$ cat src/rtl/bk_multiword_add_seq_pkg.sv
// Shared constants and types for the multi-word Brent-Kung adder sequencer.
// Build option: ADDSEQ_SUB_EN adds subtract mode (in_sub) and signed overflow (out_ovf).
package bk_seq_pkg;

  localparam int SLICE_W = 8;

  typedef enum logic [1:0] {
    IDLE = 2'd0,
    RUN  = 2'd1,
    DONE = 2'd2
  } seq_state_t;

endpackage

$ cat src/rtl/bk_multiword_add_seq_if.sv
// Request/result bundle for the adder sequencer; master = requester/consumer side, slave = sequencer.
// Build option: ADDSEQ_SUB_EN adds in_sub and out_ovf to the bundle.
interface bk_multiword_add_seq_if import bk_seq_pkg::*; #(
  parameter int WORDS = 4
) ();

  localparam int N = SLICE_W * WORDS;

  logic         in_valid;
  logic         in_ready;
  logic [N-1:0] in_a;
  logic [N-1:0] in_b;
  logic         in_cin;
  logic         out_valid;
  logic         out_ready;
  logic [N-1:0] out_sum;
  logic         out_cout;
  logic         out_zero;
`ifdef ADDSEQ_SUB_EN
  logic         in_sub;
  logic         out_ovf;

  modport master (
    output in_valid, in_a, in_b, in_cin, in_sub, out_ready,
    input  in_ready, out_valid, out_sum, out_cout, out_zero, out_ovf
  );

  modport slave (
    input  in_valid, in_a, in_b, in_cin, in_sub, out_ready,
    output in_ready, out_valid, out_sum, out_cout, out_zero, out_ovf
  );
`else
  modport master (
    output in_valid, in_a, in_b, in_cin, out_ready,
    input  in_ready, out_valid, out_sum, out_cout, out_zero
  );

  modport slave (
    input  in_valid, in_a, in_b, in_cin, out_ready,
    output in_ready, out_valid, out_sum, out_cout, out_zero
  );
`endif

endinterface

$ cat src/rtl/bk_multiword_add_seq_bk.sv
// 8-bit Brent-Kung parallel-prefix adder, purely combinational (a + b + cin).
// Up-sweep builds block generate/propagate pairs, down-sweep fills in the odd prefixes.
module Brent_kung_adder (
  input  logic [7:0] a,
  input  logic [7:0] b,
  input  logic       cin,
  output logic [7:0] sum,
  output logic       cout
);

  logic [7:0] g;
  logic [7:0] p;
  logic       g10, p10, g32, p32, g54, p54, g76, p76;
  logic       g30, p30, g74, p74, g70;
  logic       g20, g40, g50, p50, g60;
  logic [8:0] c;

  assign g = a & b;
  assign p = a ^ b;

  assign g10 = g[1] | (p[1] & g[0]);
  assign p10 = p[1] & p[0];
  assign g32 = g[3] | (p[3] & g[2]);
  assign p32 = p[3] & p[2];
  assign g54 = g[5] | (p[5] & g[4]);
  assign p54 = p[5] & p[4];
  assign g76 = g[7] | (p[7] & g[6]);
  assign p76 = p[7] & p[6];

  assign g30 = g32 | (p32 & g10);
  assign p30 = p32 & p10;
  assign g74 = g76 | (p76 & g54);
  assign p74 = p76 & p54;
  assign g70 = g74 | (p74 & g30);

  // down-sweep: remaining prefixes from the already-built block terms
  assign g20 = g[2] | (p[2] & g10);
  assign g40 = g[4] | (p[4] & g30);
  assign g50 = g54 | (p54 & g30);
  assign p50 = p54 & p30;
  assign g60 = g[6] | (p[6] & g50);

  assign c[0] = cin;
  assign c[1] = g[0] | (p[0] & cin);
  assign c[2] = g10 | (p10 & cin);
  assign c[3] = g20 | (p[2] & p10 & cin);
  assign c[4] = g30 | (p30 & cin);
  assign c[5] = g40 | (p[4] & p30 & cin);
  assign c[6] = g50 | (p50 & cin);
  assign c[7] = g60 | (p[6] & p50 & cin);
  assign c[8] = g70 | (p74 & p30 & cin);

  assign sum  = p ^ c[7:0];
  assign cout = c[8];

endmodule

$ cat src/rtl/bk_multiword_add_seq.sv
// Multi-precision adder: one shared 8-bit Brent-Kung slice, one byte per clk LSB first; result WORDS cycles after accept.
// Build option: ADDSEQ_SUB_EN enables A-B via in_sub and reports signed overflow on out_ovf.
module bk_multiword_add_seq import bk_seq_pkg::*; #(
  parameter int WORDS = 4
) (
  input  logic                   clk,
  input  logic                   rst_n,
  bk_multiword_add_seq_if.slave  bus,
  output logic                   busy
);

  localparam int N    = SLICE_W * WORDS;
  localparam int IDXW = $clog2(WORDS);

  seq_state_t           state_q;
  logic [N-1:0]         a_q;
  logic [N-1:0]         b_q;
  logic [N-1:0]         sum_q;
  logic                 carry_q;
  logic [IDXW-1:0]      idx_q;
  logic                 in_ready_q;
  logic                 out_valid_q;
  logic                 cout_q;
  logic                 zero_q;
  logic                 busy_q;

  logic [SLICE_W-1:0]   slice_a;
  logic [SLICE_W-1:0]   slice_b;
  logic [SLICE_W-1:0]   slice_sum;
  logic                 slice_cout;
  logic                 last_d;
  logic                 zero_d;

`ifdef ADDSEQ_SUB_EN
  logic                 sub_q;
  logic                 ovf_q;
  logic                 ovf_d;
`endif

  assign slice_a = a_q[idx_q*SLICE_W +: SLICE_W];
`ifdef ADDSEQ_SUB_EN
  assign slice_b = b_q[idx_q*SLICE_W +: SLICE_W] ^ {SLICE_W{sub_q}};
`else
  assign slice_b = b_q[idx_q*SLICE_W +: SLICE_W];
`endif

  Brent_kung_adder u_slice (
    .a    (slice_a),
    .b    (slice_b),
    .cin  (carry_q),
    .sum  (slice_sum),
    .cout (slice_cout)
  );

  assign last_d = (idx_q == IDXW'(WORDS - 1));
  // lower bytes are already final when the top byte is being produced
  assign zero_d = (slice_sum == '0) && (sum_q[N-SLICE_W-1:0] == '0);

`ifdef ADDSEQ_SUB_EN
  // carry into the MSB is recovered from the MSB sum bit
  assign ovf_d = (slice_a[SLICE_W-1] ^ slice_b[SLICE_W-1] ^ slice_sum[SLICE_W-1]) ^ slice_cout;
`endif

  always_ff @(posedge clk or negedge rst_n) begin
    if (!rst_n) begin
      state_q     <= IDLE;
      a_q         <= '0;
      b_q         <= '0;
      sum_q       <= '0;
      carry_q     <= 1'b0;
      idx_q       <= '0;
      in_ready_q  <= 1'b0;
      out_valid_q <= 1'b0;
      cout_q      <= 1'b0;
      zero_q      <= 1'b0;
      busy_q      <= 1'b0;
`ifdef ADDSEQ_SUB_EN
      sub_q       <= 1'b0;
      ovf_q       <= 1'b0;
`endif
    end else begin
      case (state_q)
        IDLE: begin
          if (bus.in_valid && in_ready_q) begin
            a_q        <= bus.in_a;
            b_q        <= bus.in_b;
            idx_q      <= '0;
            in_ready_q <= 1'b0;
            busy_q     <= 1'b1;
            state_q    <= RUN;
`ifdef ADDSEQ_SUB_EN
            sub_q      <= bus.in_sub;
            carry_q    <= bus.in_sub ? 1'b1 : bus.in_cin;
`else
            carry_q    <= bus.in_cin;
`endif
          end else begin
            in_ready_q <= 1'b1;
          end
        end

        RUN: begin
          sum_q[idx_q*SLICE_W +: SLICE_W] <= slice_sum;
          carry_q <= slice_cout;
          if (last_d) begin
            cout_q      <= slice_cout;
            zero_q      <= zero_d;
            out_valid_q <= 1'b1;
            state_q     <= DONE;
`ifdef ADDSEQ_SUB_EN
            ovf_q       <= ovf_d;
`endif
          end else begin
            idx_q <= idx_q + IDXW'(1);
          end
        end

        DONE: begin
          if (bus.out_ready) begin
            out_valid_q <= 1'b0;
            in_ready_q  <= 1'b1;
            busy_q      <= 1'b0;
            state_q     <= IDLE;
          end
        end

        default: begin
          state_q <= IDLE;
        end
      endcase
    end
  end

  assign bus.in_ready  = in_ready_q;
  assign bus.out_valid = out_valid_q;
  assign bus.out_sum   = sum_q;
  assign bus.out_cout  = cout_q;
  assign bus.out_zero  = zero_q;
  assign busy          = busy_q;
`ifdef ADDSEQ_SUB_EN
  assign bus.out_ovf   = ovf_q;
`endif

endmodule

$ cat src/flat_wrapper.sv
// flat-port wrapper written by rule: the top's interface ports become plain ports
module bk_multiword_add_seq_flat import bk_seq_pkg::*;
#(
  parameter int WORDS = 4
)
  (clk, rst_n, busy, bus_in_valid, bus_in_a, bus_in_b, bus_in_cin, bus_out_ready, bus_in_ready, bus_out_valid, bus_out_sum, bus_out_cout, bus_out_zero);
  bk_multiword_add_seq_if #(.WORDS(WORDS)) bus_i ();
  input  logic clk;
  input  logic rst_n;
  output logic busy;
  input wire logic [$bits(bus_i.in_valid)-1:0] bus_in_valid;
  input wire logic [$bits(bus_i.in_a)-1:0] bus_in_a;
  input wire logic [$bits(bus_i.in_b)-1:0] bus_in_b;
  input wire logic [$bits(bus_i.in_cin)-1:0] bus_in_cin;
  input wire logic [$bits(bus_i.out_ready)-1:0] bus_out_ready;
  output wire logic [$bits(bus_i.in_ready)-1:0] bus_in_ready;
  output wire logic [$bits(bus_i.out_valid)-1:0] bus_out_valid;
  output wire logic [$bits(bus_i.out_sum)-1:0] bus_out_sum;
  output wire logic [$bits(bus_i.out_cout)-1:0] bus_out_cout;
  output wire logic [$bits(bus_i.out_zero)-1:0] bus_out_zero;
  assign bus_i.in_valid = bus_in_valid;
  assign bus_i.in_a = bus_in_a;
  assign bus_i.in_b = bus_in_b;
  assign bus_i.in_cin = bus_in_cin;
  assign bus_i.out_ready = bus_out_ready;
  assign bus_in_ready = bus_i.in_ready;
  assign bus_out_valid = bus_i.out_valid;
  assign bus_out_sum = bus_i.out_sum;
  assign bus_out_cout = bus_i.out_cout;
  assign bus_out_zero = bus_i.out_zero;
  bk_multiword_add_seq #(.WORDS(WORDS)) u_core (.clk(clk), .rst_n(rst_n), .bus(bus_i), .busy(busy));
endmodule
$ cat config.mk
export PLATFORM = sky130hd
export DESIGN_NAME = bk_multiword_add_seq_flat
export DESIGN_NICKNAME = d
export VERILOG_FILES = /design/src/rtl/bk_multiword_add_seq_pkg.sv /design/src/rtl/bk_multiword_add_seq_if.sv /design/src/rtl/bk_multiword_add_seq_bk.sv /design/src/rtl/bk_multiword_add_seq.sv /design/src/flat_wrapper.sv
export SDC_FILE = /design/constraint.sdc
export NUM_CORES = 1
export LEC_CHECK = 0
export ABC_AREA = 1
export CAP_MARGIN = 20
export CORE_MARGIN = 5
export CORE_UTILIZATION = 56
export DETAILED_ROUTE_END_ITERATION = 16
export GPL_TIMING_DRIVEN = 0
export PLACE_DENSITY = 0.95
export RECOVER_POWER = 25
export SLEW_MARGIN = 20
export SYNTH_ARGS = -nofsm -noshare
export SYNTH_HDL_FRONTEND = slang
export SYNTH_HIERARCHICAL = 1
export SYNTH_SLANG_ARGS = --single-unit
$ cat constraint.sdc
create_clock -name clk -period 7.3 [get_ports clk]
set_input_delay 1.46 -clock clk [delete_from_list [all_inputs] [get_ports clk]]
set_output_delay 1.46 -clock clk [all_outputs]
set_load 0.05 [all_outputs]
# After elaboration in Yosys (flattened, before gate mapping)
# Cells that the tools add are included.
dict set report totals {
  register_bits 106
  inputBits 69
  output_inout_bits 37
  word_cells 110
}
dict set report classes {
  add_sub_neg 2
  n_eq_ne 7
  shift 4
  mux 18
  bitwise 52
  n_reduce_logical 16
}
# cell n
set ops {}
lappend ops {{32-bit by 6-bit indexed part select with 8-bit output} 2}
lappend ops {{5-bit negator with 34-bit output} 1}
lappend ops {{8-bit by 34-bit variable shift with 32-bit output (first input constant)} 1}
lappend ops {{8-bit by 34-bit indexed part select with 32-bit output} 1}
lappend ops {{32-bit bitwise mux} 1}
lappend ops {{1-bit AND} 30}
lappend ops {{24-bit zero test} 1}
lappend ops {{1-bit bitwise OR} 19}
lappend ops {{8-bit XOR} 2}
lappend ops {{3-bit AND reduction} 4}
lappend ops {{2-bit two-way mux} 5}
lappend ops {{8-bit AND} 1}
lappend ops {{8-bit zero test} 1}
lappend ops {{1-bit one-hot mux with 2 select lines} 4}
lappend ops {{2-bit AND reduction} 4}
lappend ops {{1-bit two-way mux} 6}
lappend ops {{2-bit one-hot mux with 3 select lines} 1}
lappend ops {{2-bit nonzero test} 3}
lappend ops {{2-bit == test (second input constant)} 2}
lappend ops {{2-bit by 1-bit inequality test with 1-bit output (second input constant)} 2}
lappend ops {{2-bit inequality test (second input constant)} 2}
lappend ops {{2-bit one-hot mux with 2 select lines} 1}
lappend ops {{2-bit by 1-bit adder with 2-bit output (second input constant)} 1}
lappend ops {{2-bit by 1-bit == test with 1-bit output (second input constant)} 1}
lappend ops {{other kinds (2)} 3}

# Logic depth before layout (Yosys ltp)
dict set report depth {
  ltp_word 14
  mapped_depth 21
  ltp_nobuf 19
}

# Cells and area by module
# The synthesis kept the hierarchy.
# mod instances cells_each area_per_inst_um2 seq_area_each_um2
set modules_own_cells {}
lappend modules_own_cells {bk_multiword_add_seq 1 576 4829.6 2652.5}
lappend modules_own_cells {Brent_kung_adder 1 53 340.3 0.0}

# Least setup slack after synthesis
# OpenSTA, ideal clock, no wires.
dict set report synth_path {
  kind {register to register}
  startpoint {register u_core.idx_q[0]}
  endpoint {register u_core.sum_q[31] (netlist: u_core/bus.out_sum[31])}
  setup_time_ps 83
  arrival_ps 2436
  t_required_ps 7217
  slack_ps 4782
  path_stages_with_launch 18
  path_buffers 2
  synth_period_minus_slack_ps 2518
  path_cell_list {dfrtp_1 buf_2 clkinv_1 clkbuf_1 o21ai_0 o22ai_1 ha_1 a21oi_1 nand2_1 nand2_1 nand3_2 nand2_2 nand3_1 nand2_1 inv_1 nor2_1 nand2_1 o21ai_0}
}
dict set report synth_via {
  elab_cells_between_ends 47
  classes_between {1 x add/sub; 4 x shift; 1 x mux; 41 x bitwise}
}
# item line_no
set synth_rtl {}
lappend synth_rtl {{start: declaration} bk_multiword_add_seq.sv:20} ;# logic [IDXW-1:0] idx_q;
lappend synth_rtl {{start signal: assignment} bk_multiword_add_seq.sv:114} ;# idx_q <= idx_q + IDXW'(1);
lappend synth_rtl {{32-bit by 6-bit indexed part select with 8-bit output *} bk_multiword_add_seq.sv:40} ;# assign slice_a = a_q[idx_q*SLICE_W +: SLICE_W];
lappend synth_rtl {{net u_core.slice_a[3]} bk_multiword_add_seq.sv:27} ;# logic [SLICE_W-1:0] slice_a;
lappend synth_rtl {{8-bit XOR} bk_multiword_add_seq_bk.sv:19} ;# assign p = a ^ b;
lappend synth_rtl {{1-bit AND, on equally long branches} {bk_multiword_add_seq_bk.sv:23, bk_multiword_add_seq_bk.sv:24}}
lappend synth_rtl {{1-bit bitwise OR or 1-bit AND (tied branches)} {bk_multiword_add_seq_bk.sv:23, bk_multiword_add_seq_bk.sv:30}}
lappend synth_rtl {{1-bit bitwise OR} bk_multiword_add_seq_bk.sv:30} ;# assign g30 = g32 | (p32 & g10);
lappend synth_rtl {{1-bit AND} bk_multiword_add_seq_bk.sv:39} ;# assign g50 = g54 | (p54 & g30);
lappend synth_rtl {{1-bit bitwise OR} bk_multiword_add_seq_bk.sv:39}
lappend synth_rtl {{1-bit AND} bk_multiword_add_seq_bk.sv:41} ;# assign g60 = g[6] | (p[6] & g50);
lappend synth_rtl {{1-bit bitwise OR} bk_multiword_add_seq_bk.sv:41}
lappend synth_rtl {{1-bit bitwise OR *} bk_multiword_add_seq_bk.sv:50} ;# assign c[7] = g60 | (p[6] & p50 & cin);
lappend synth_rtl {{8-bit XOR *} bk_multiword_add_seq_bk.sv:53} ;# assign sum = p ^ c[7:0];
lappend synth_rtl {{net u_core.slice_sum[7]} bk_multiword_add_seq.sv:29} ;# logic [SLICE_W-1:0] slice_sum;
lappend synth_rtl {{8-bit by 34-bit indexed part select with 32-bit output *} bk_multiword_add_seq.sv:103} ;# sum_q[idx_q*SLICE_W +: SLICE_W] <= slice_sum;
lappend synth_rtl {{32-bit bitwise mux *} bk_multiword_add_seq.sv:103}
lappend synth_rtl {{end signal: indexed assignment} bk_multiword_add_seq.sv:103}
lappend synth_rtl {{end: declaration} bk_multiword_add_seq.sv:18} ;# logic [N-1:0] sum_q;
# The timed path passes the listed nets; every way through them passes the cells marked *.
# A chain may end at the register's enable or synchronous reset.

# Final worst setup path
dict set report layout_path {
  startpoint {register u_core.idx_q[1]}
  endpoint {register u_core.sum_q[15] (netlist: u_core/bus.out_sum[15])}
}
# The elaborated chain is that of the path after synthesis.

==> out/metrics.yaml <==
run_status:
  run_status: "completed"
place:
  dp_hpwl_mm: 10.6
  gp_routability_congestion: 0.932
  buffer_ports.inserted: 105
  dpl_worst_slack_ps: 4030
  dp_cells: 846
worst_hold_path:
  holdPathStages: 2
  hold_sp: "u_core/b_q[17]"
  min_path_type: "reg -> reg"
  whs_endpoint: "u_core/b_q[17]"
die:
  fp.dieW_um: 106
  floorplan.die_area_um2: 11300
  fp-row-count: 35
  ioPinCount: 106
  fp.coreArea_um2: 9110
  dieHeight_um: 106
  floorplan.initialDensity: 0.568
yosys:
  synth_area_um2: 5170
  primary_ff_master_synth: "dfrtp_1"
  yosys_register_bits: 106
  seq_area_frac_synth: 0.513
  synth.top_cells.by_area: "dfrtp_1, nand2_1, o21ai_0"
  synthesis.nets: 713
  synthCells: 629
  yosys.area.top_type_share: 0.513
  synth.distinct_cells: 33
  postSynthAreaPerCell_um2: 8.22
  warning_count_from_the_yosys_run: 6
  yosys.area.top_type: "dfrtp_1"
  synth_enable_flop_cells: 0
  async_reset_ff_frac: 1.00
cells_and_area:
  layout-area-overhead-vs-synth_pct: 28.0
  post_layout_nonfiller_instances: 862
  antennaDiodeCount: 0
  nets: 830
  layout-drive-gt1-share: 0.0719
  layout.core_utilization: 0.726
route:
  post-route-drc-count: 0
  wl_per_cell_um: 16.5
  postRouteAntennaNets: 0
  drt-pass1-iter-count: 5
  total_routed_wirelength_mm: 14.2
  vias: 4891
  drt-initial-drc-count: 372
  vias_per_std_cell: 5.67
critical_path:
  timing.critical_path.arrival_ps: 3840
  reg2reg_setup_slack_ps: 3750
  required_ps: 7590
  startpoint: "u_core/idx_q[1]"
  critPathMaxStageDelay_ps: 570
  critPathLaunchType: "register"
  worstSetupPathType: "reg -> reg"
  path_max_fanout: 12
  critical-path-slowest-cell: "dfrtp_1"
  timing.rr.start: "u_core/idx_q[1]"
  critical_path.cell_chain: "inv_1 > clkbuf_1 > o21ai_0 > o22ai_1 > ha_1 > a21oi_1 > nand2_1 > nand2_1 > nand3_2 > nand2_2 > nand3_1 > nand2_1 > inv_1 > nor2_1 > nand2_1 > o21ai_1"
  crit-reg2reg-capture: "u_core/bus.out_sum[15]"
  timing.critical_path.mode_cell: "nand2_1"
  reg2reg_depth: 16
  critPathCaptureType: "register"
timing:
  timing_hold_violations_final: 0
  final-max-slew-violation-count: 0
  finalWorstPathRequiredPeriod_ps: 3550
  maximum_clock_rate_mhz: 282
  timing.final.crit_share: 0.486
  final_critical_path_setup_slack_ps: 3750
  worst_slew_pin_slew_ps: 1120
  fin_setup_tns_ps: 0
  setup_viol_count_final: 0
  timing.max_slew.rel_slack: 0.252
  timing.clock.skew_ps: 13.1
  grt_setup_unrepaired: "no"
cts:
  cts_tree: "yes"
  holdBufCountCts: 0
  worst_skew_pair.late_latency_ps: 370
  ctsLongestPathBuffers: 2
  cts.htree.levels: 3
  cts-buffers-inserted: 9
  postCtsSetupRepairBufs: 0
  cts-resized-gates: 0
  clock_sink_count: 106
  path_clk_slew_ps: 100
  clock_tree.root_cell: "clkbuf_8"
pwr:
  sw_frac_of_total: 0.508
  share_clk_of_total_power: 0.120
  worst_ir_drop_vdd_mv: 0.272
  netSwitchingPower_uw: 1740
  leakage_uw: 0.00324
  share_seq_of_total_power: 0.293
  p_per_area_nw_per_um2: 519
  power_report.internal_total_uw: 1690
  pwr-share-comb: 0.587
global_routing:
  grt_max_degree: 88
  grt.overflow.total: 0
  first_pass_grt_wire_length_mm: 23.4
  first_global_vias: 5018
  antenna_found_initial: 0
  track_usage: 0.259
flow_run:
  max-cap-violations: 0
==> power by group through the flow <==
stage                     Combinational (uW)  Clock [uW]  Sequential (uW)
after global placement                  1860           0             1000
after global routing                    2190         440             1030
after floorplan                         1170           0             1170
after detailed placement                1940           0             1010
after CTS                               1960         417             1000
final                                   2010         412             1010
==> logic make-up after synthesis <==
kind of cell,synth area share
multiplexers,0.00218
AO/OA/AOI/OAI,0.117
buffers and inverters,0.0532
adder cells (fa/ha/maj),0.0378
flip-flops,0.513
XOR/XNOR,0.0102
AND/OR/NAND/NOR,0.267
==> through the flow <==
step	area (um^2)	hold slack [ps]	total power, uW
6_report	6620	485	3430
3_5_place_dp	6390	464	2950
2_1_floorplan	5170	444	2350
3_3_place_gp	6360	457	2860
4_1_cts	6620	487	3380
5_1_grt	6620	508	3660
==> metal layers <==
metal  track usage  part of all wire  vias to the layer above
li1              -                 -                     2253
met1         0.311              0.38                     2293
met2         0.439              0.49                      276
met3        0.0504             0.078                       69
met4         0.145             0.048                        0
met5             0                 0                        -
==> how the worst max path moves through the flow <==
stage / endpoint / slack (ps)
6_report: u_core/bus.out_sum[15] / 3750
5_1_grt: u_core/bus.out_sum[29] / 3480
4_1_cts: u_core/bus.out_sum[15] / 3960
3_5_place_dp: u_core/bus.out_zero / 4030
3_3_place_gp: u_core/a_q[16] / 1120
2_1_floorplan: u_core/bus.out_sum[31] / 4780
==> worst max-delay path: cells and delay by family, from the launching register on <==
family                     cells  cell delay, ps
and+or+nand+nor                8             870
buffers and inverters          3             860
AOI/OAI and AO/OA              4             870
DFF                            1             570
adders and majority gates      1             310
==> sequential cells by signal (all words and copies together) (netlist names) <==
name                  flops
u_core/bus.out_sum       32
u_core/busy               1
u_core/bus.out_zero       1
u_core/bus.out_valid      1
u_core/bus.out_cout       1
u_core/a_q               32
u_core/state_q            2
u_core/b_q               32
u_core/carry_q            1
u_core/bus.in_ready       1
u_core/idx_q              2
==> synthesized netlist by cell type (2+ instances only) <==
| library cell | number |
|---|---|
| buf_4 | 10 |
| xor2_1 | 4 |
| ha_1 | 14 |
| o21ai_1 | 13 |
| dfrtp_1 | 106 |
| inv_1 | 28 |
| nor2_4 | 3 |
| o21ai_0 | 73 |
| nand2_1 | 238 |
| buf_2 | 7 |
| o21ai_2 | 2 |
| nand3_2 | 4 |
| nor2_1 | 55 |
| nand3_1 | 19 |
| a21oi_1 | 3 |
| o22ai_1 | 20 |
| nand4_1 | 2 |
| clkbuf_1 | 11 |
| xnor2_1 | 2 |
| nand2_2 | 2 |
==> placed cells by master (no fill, tap or decap), types with 12 or more instances in the layout <==
| cell type | netlist | routed |
|---|---|---|
| clkbuf_1 | 11 | 12 |
| clkdlybuf4s50_1 | 0 | 104 |
| dfrtp_1 | 106 | 106 |
| ha_1 | 14 | 14 |
| inv_1 | 28 | 28 |
| nand2_1 | 238 | 238 |
| nand3_1 | 19 | 19 |
| nor2_1 | 55 | 55 |
| o21ai_0 | 73 | 73 |
| o21ai_1 | 13 | 13 |
| o22ai_1 | 20 | 20 |
==> layout make-up <==
cell class / count / area (um^2)
timing repair buffer: 106 / 1070
fill: 647 / 2490
sequential: 106 / 2650
multi-input combinational: 464 / 2240
clock buffer: 10 / 138
clock inverter: 6 / 96.3
tap: 111 / 139
inverter: 30 / 113
buffer: 29 / 163
Note: power is estimated with default switching activity, not from simulation.
